**src/rtl/asynch_fifo_pkg.sv**
```systemverilog
// Shared defaults and pointer-width helper for the single-clock FIFO.
package asynch_fifo_pkg;

   localparam int DEFAULT_DEPTH      = 16;
   localparam int DEFAULT_DATA_WIDTH = 8;

   // Address bits needed to index DEPTH entries; pointers carry one extra wrap bit.
   function automatic int ptr_width(input int depth);
      return $clog2(depth);
   endfunction

endpackage

```
**src/rtl/fifo_mem.sv**
```systemverilog
// FIFO storage: one synchronous write port and one registered synchronous read port.
module fifo_mem #(
   parameter int DEPTH      = 16,
   parameter int DATA_WIDTH = 8,
   parameter int ADDR_W     = $clog2(DEPTH)
) (
   input  logic                  clk,
   input  logic                  rst_n,
   input  logic                  wr_en,
   input  logic [ADDR_W-1:0]     wr_addr,
   input  logic [DATA_WIDTH-1:0] wr_data,
   input  logic                  rd_en,
   input  logic [ADDR_W-1:0]     rd_addr,
   output logic [DATA_WIDTH-1:0] rd_data
);

   logic [DATA_WIDTH-1:0] mem [DEPTH];

   // The array itself is never reset; only the output register is.
   always_ff @(posedge clk) begin
      if (wr_en) mem[wr_addr] <= wr_data;
   end

   always_ff @(posedge clk or negedge rst_n) begin
      if (!rst_n)     rd_data <= '0;
      else if (rd_en) rd_data <= mem[rd_addr];
   end

endmodule

```
**src/rtl/asynch_fifo.sv**
```systemverilog
// Single-clock FIFO: wrap-bit pointers, combinational full/empty, registered over/underflow.
module asynch_fifo
   import asynch_fifo_pkg::*;
#(
   parameter int DEPTH      = DEFAULT_DEPTH,
   parameter int DATA_WIDTH = DEFAULT_DATA_WIDTH
) (
   input  logic                  clk,
   input  logic                  rst_n,
   input  logic                  wr_en_i,
   input  logic [DATA_WIDTH-1:0] wdata_i,
   output logic                  full_o,
   output logic                  overflow_o,
   input  logic                  rd_en_i,
   output logic [DATA_WIDTH-1:0] rdata_o,
   output logic                  empty_o,
   output logic                  underflow_o
);

   localparam int PTR_W = ptr_width(DEPTH);
   localparam logic [PTR_W:0] PTR_ONE = {{PTR_W{1'b0}}, 1'b1};

   logic [PTR_W:0] wr_ptr;
   logic [PTR_W:0] rd_ptr;
   logic           wr_accept;
   logic           rd_accept;

   // Equal addresses mean empty when the wrap bits agree and full when they differ.
   assign empty_o   = (wr_ptr == rd_ptr);
   assign full_o    = (wr_ptr[PTR_W-1:0] == rd_ptr[PTR_W-1:0]) &&
                      (wr_ptr[PTR_W] != rd_ptr[PTR_W]);
   assign wr_accept = wr_en_i && !full_o;
   assign rd_accept = rd_en_i && !empty_o;

   always_ff @(posedge clk or negedge rst_n) begin
      if (!rst_n) begin
         wr_ptr      <= '0;
         rd_ptr      <= '0;
         overflow_o  <= 1'b0;
         underflow_o <= 1'b0;
      end else begin
         if (wr_accept) wr_ptr <= wr_ptr + PTR_ONE;
         if (rd_accept) rd_ptr <= rd_ptr + PTR_ONE;
         overflow_o  <= wr_en_i && full_o;
         underflow_o <= rd_en_i && empty_o;
      end
   end

   fifo_mem #(
      .DEPTH      (DEPTH),
      .DATA_WIDTH (DATA_WIDTH),
      .ADDR_W     (PTR_W)
   ) u_mem (
      .clk     (clk),
      .rst_n   (rst_n),
      .wr_en   (wr_accept),
      .wr_addr (wr_ptr[PTR_W-1:0]),
      .wr_data (wdata_i),
      .rd_en   (rd_accept),
      .rd_addr (rd_ptr[PTR_W-1:0]),
      .rd_data (rdata_o)
   );

endmodule

```
**config.mk**
```make
export PLATFORM = sky130hd
export DESIGN_NAME = asynch_fifo
export DESIGN_NICKNAME = d
export VERILOG_FILES = /design/src/rtl/asynch_fifo_pkg.sv /design/src/rtl/fifo_mem.sv /design/src/rtl/asynch_fifo.sv
export SDC_FILE = /design/constraint.sdc
export NUM_CORES = 1
export LEC_CHECK = 0
export CORE_MARGIN = 5
export CORE_UTILIZATION = 30
export DETAILED_ROUTE_END_ITERATION = 7
export PLACE_DENSITY = 0.53
export SETUP_SLACK_MARGIN = 0.5
export SYNTH_ARGS = -nofsm -noshare
export SYNTH_HDL_FRONTEND = slang
export SYNTH_SLANG_ARGS = --single-unit
```
**constraint.sdc**
```tcl
create_clock -name clk -period 4.6 [get_ports clk]
set_clock_uncertainty 0.2 [all_clocks]
set_input_delay 0.46 -clock clk [delete_from_list [all_inputs] [get_ports clk]]
set_output_delay 0.46 -clock clk [all_outputs]
set_load 0.02 [all_outputs]
```
==> out/summary.txt <==
status: completed
Worst path slowest cell: clkdlybuf4s50_1
Syn Inst Count: 291
total track usage: 11.1%
first-pass GRT wire length: 17900 um
# DRC: 0
maximum vdd drop: 0.302 mV
DR vias: 2721
Filler cells: 1808
Critical Path Start: rd_ptr[2]
Hold WC Path Type: reg2reg
post_cts resized: 0
setup violators final: 0
clk slew on worst S/H paths: 60 ps
Sw Share: 29.9%
largest family of logic cells by synthesized area: multiplexers
Pint: 3.19 mW
routability congestion estimate: 0.701
final hold slack: 311 ps
clk root buf: clkbuf_16
Critical Path RT: 3940 ps
Hold Vio Cnt, Final: 0
min cycle time layout: 3120 ps
CP arrival: 2460 ps
Simple-Gate Fraction of Synth Area: 3.76%
antenna violations before repair: 0
FF+latch count, synth: 148
CP peak stage delay: 620 ps
CTS tree: done
Slew Viols, Final: 0
CP delay by family, top: buffers and inverters
Net Sw Power: 1.36 mW
Mapped Area: 5990 um2
io pins: 24
synth warn: 0
cells along the critical path: buf_4 -> xnor2_2 -> nand4_2 -> nor2_1 -> clkdlybuf4s50_1
Yosys cell types: 32
setup_tns: 0 ps
layout cells sized above 1: 21.8%
die area: 22900 um2
sequential share of power: 39.9%
clk sinks: 148
Buf+Inv Stages, Crit Path: 2
Hold Buf Count CTS: 0
Syn Area/Cell: 20.6 um2
n_diodes: 0
count of antenna-violating nets left after detailed routing: 0
f_max: 321 MHz
chip height: 151 um
Clk pwr share: 30.9%
maxcap violations: 0
DP HPWL: 7350 um
postcts setup bufs: 0
drt first pass iters: 4
Initial Utilization: 30.6%
Worst-Skew Late Latency: 420 ps
Max FO, Critical Path: 36
Worst slew margin: 28.4%
mux cell area share after synthesis: 15.0%
wire per inst: 19.6 um
unrepaired setup endpoints after global routing: no
DR iter-0 viols: 169
fin nets: 339
DRT Wirelength: 11800 um
width of the die: 151 um
Comb power frac: 29.2%
H-tree depth: 4
synthesized-area fraction occupied by ao, oa, aoi and oai cells: 3.20%
total CTS buffers: 17
layout overhead on the synthesized area: 18.2%
Static Leakage: 2.43 nW
final instance area: 7080 um2
Max Root-Sink Buffers: 2
vias in the first global route: 2916
Critical R2R Launch: rd_ptr[2]
Startpoint Class: flip-flop
Core Rows: 51
core area: 19600 um2
total power: 4.55 mW
post-layout util: 36.1%
sequential-to-total area share from yosys stat: 72.5%
period utilization: 67.8%
Vias/cell: 4.54
Post-Synth Adder-Cell Area: 1.04%
CP Class: reg2out
hold path start: u_mem.rd_data[7]
pwr/cell area: 643 nW/um2
largest net degree at the start of global routing: 37
Crit. End Element: output pin
Worst Tran Pin Value: 1070 ps
Area after DPL: 6470 um2
IO buf count: 23
gr ovfl total: 0
Synthesized Nets: 308
XOR/XNOR Fraction of Synth Area: 2.42%
-- logic make-up (layout without fill, tap and decap cells) --
logic type	after synthesis	count (layout)
XOR/XNOR	14	14
AO/OA/AOI/OAI	24	24
multiplexers	42	42
AND/OR/NAND/NOR	40	40
buffers and inverters	18	62
adder cells (fa/ha/maj)	5	5
flip-flops	148	148
-- per-layer routing --
layer | part of all wire (%) | vias to the layer above | track usage (%)
li1 | - | 1251 | -
met1 | 46 | 1415 | 15.0
met2 | 49 | 40 | 17.2
met3 | 3.1 | 15 | 2.51
met4 | 1.8 | 0 | 4.76
met5 | 0 | - | 0
-- worst paths after layout --
path	end	slack [ps]	depth (start not counted)
setup / recovery	empty_o	1480	5
hold / removal	u_mem.rd_data[7]	310	1
setup reg to reg	u_mem.mem[6][6]	1820	5
hold reg to reg	u_mem.rd_data[7]	310	1
max in group asynchronous	rd_ptr[0]	3060	1
min in group asynchronous	u_mem.rd_data[7]	420	1
-- Yosys cell counts (all sizes together) --
| library cell | count | area [um2] |
|---|---|---|
| a21oi | 1 | 8.76 |
| buf | 9 | 87.6 |
| nor3 | 2 | 10.0 |
| nor2b | 6 | 37.5 |
| xor2 | 2 | 17.5 |
| a22oi | 16 | 120 |
| nand4 | 1 | 12.5 |
| and4 | 1 | 8.76 |
| and2 | 2 | 12.5 |
| inv | 4 | 15.0 |
| nand3 | 1 | 5.00 |
| mux4 | 32 | 754 |
| edfxtp | 128 | 3840 |
| ha | 5 | 62.6 |
| clkbuf | 5 | 18.8 |
| a211oi | 1 | 7.51 |
| nor2 | 4 | 15.0 |
| mux2 | 10 | 146 |
| dfrtp | 20 | 500 |
| nand2 | 8 | 30.0 |
| o21ai | 1 | 16.3 |
| o211ai | 4 | 30.0 |
| and3 | 15 | 93.8 |
| xnor2 | 12 | 128 |
| o2111ai | 1 | 8.76 |
-- cell usage in the layout, fill, tap and decap left out, types with 5 or more instances in the layout --
cell             instances
a22oi_1                 16
and3_1                  15
clkbuf_16               17
clkdlybuf4s50_1         23
dfrtp_1                 19
edfxtp_1               128
ha_1                     5
mux2_4                   9
mux4_1                   9
mux4_2                  23
nand2_1                  8
nor2b_1                  6
xnor2_1                  9
-- stage by stage --
step                      setup slack [ps]  std cells
after floorplan                       2390        291
after global placement                1780        568
after detailed placement              1790        568
after CTS                             1430        600
after global routing                  1320        600
final                                 1480        600
-- cell type report --
type	count	area [um2]	share of cell area, %
sequential	148	4350	61.4
clock buffer	21	460	6.50
tap	265	332	4.68
multi-input combinational	125	1530	21.5
inverter	4	15.0	0.212
timing repair buffer	26	253	3.57
clock inverter	11	150	2.12
-- registers in the layout, summed over array words and instances (netlist names) --
signal and flops:
u_mem.mem 128, u_mem.rd_data 8, wr_ptr 5, underflow_o 1
rd_ptr 5, overflow_o 1
-- power by group through the flow --
| stage | registers [mW] | logic [mW] | clock network, mW |
|---|---|---|---|
| 3_3_place_gp | 1.85 | 1.34 | 0 |
| 5_1_grt | 1.84 | 1.45 | 1.50 |
| 2_1_floorplan | 1.81 | 1.02 | 0 |
| 4_1_cts | 1.82 | 1.36 | 1.43 |
| 6_report | 1.82 | 1.33 | 1.41 |
| 3_5_place_dp | 1.85 | 1.35 | 0 |
Note: power is estimated with default switching activity, not from simulation.
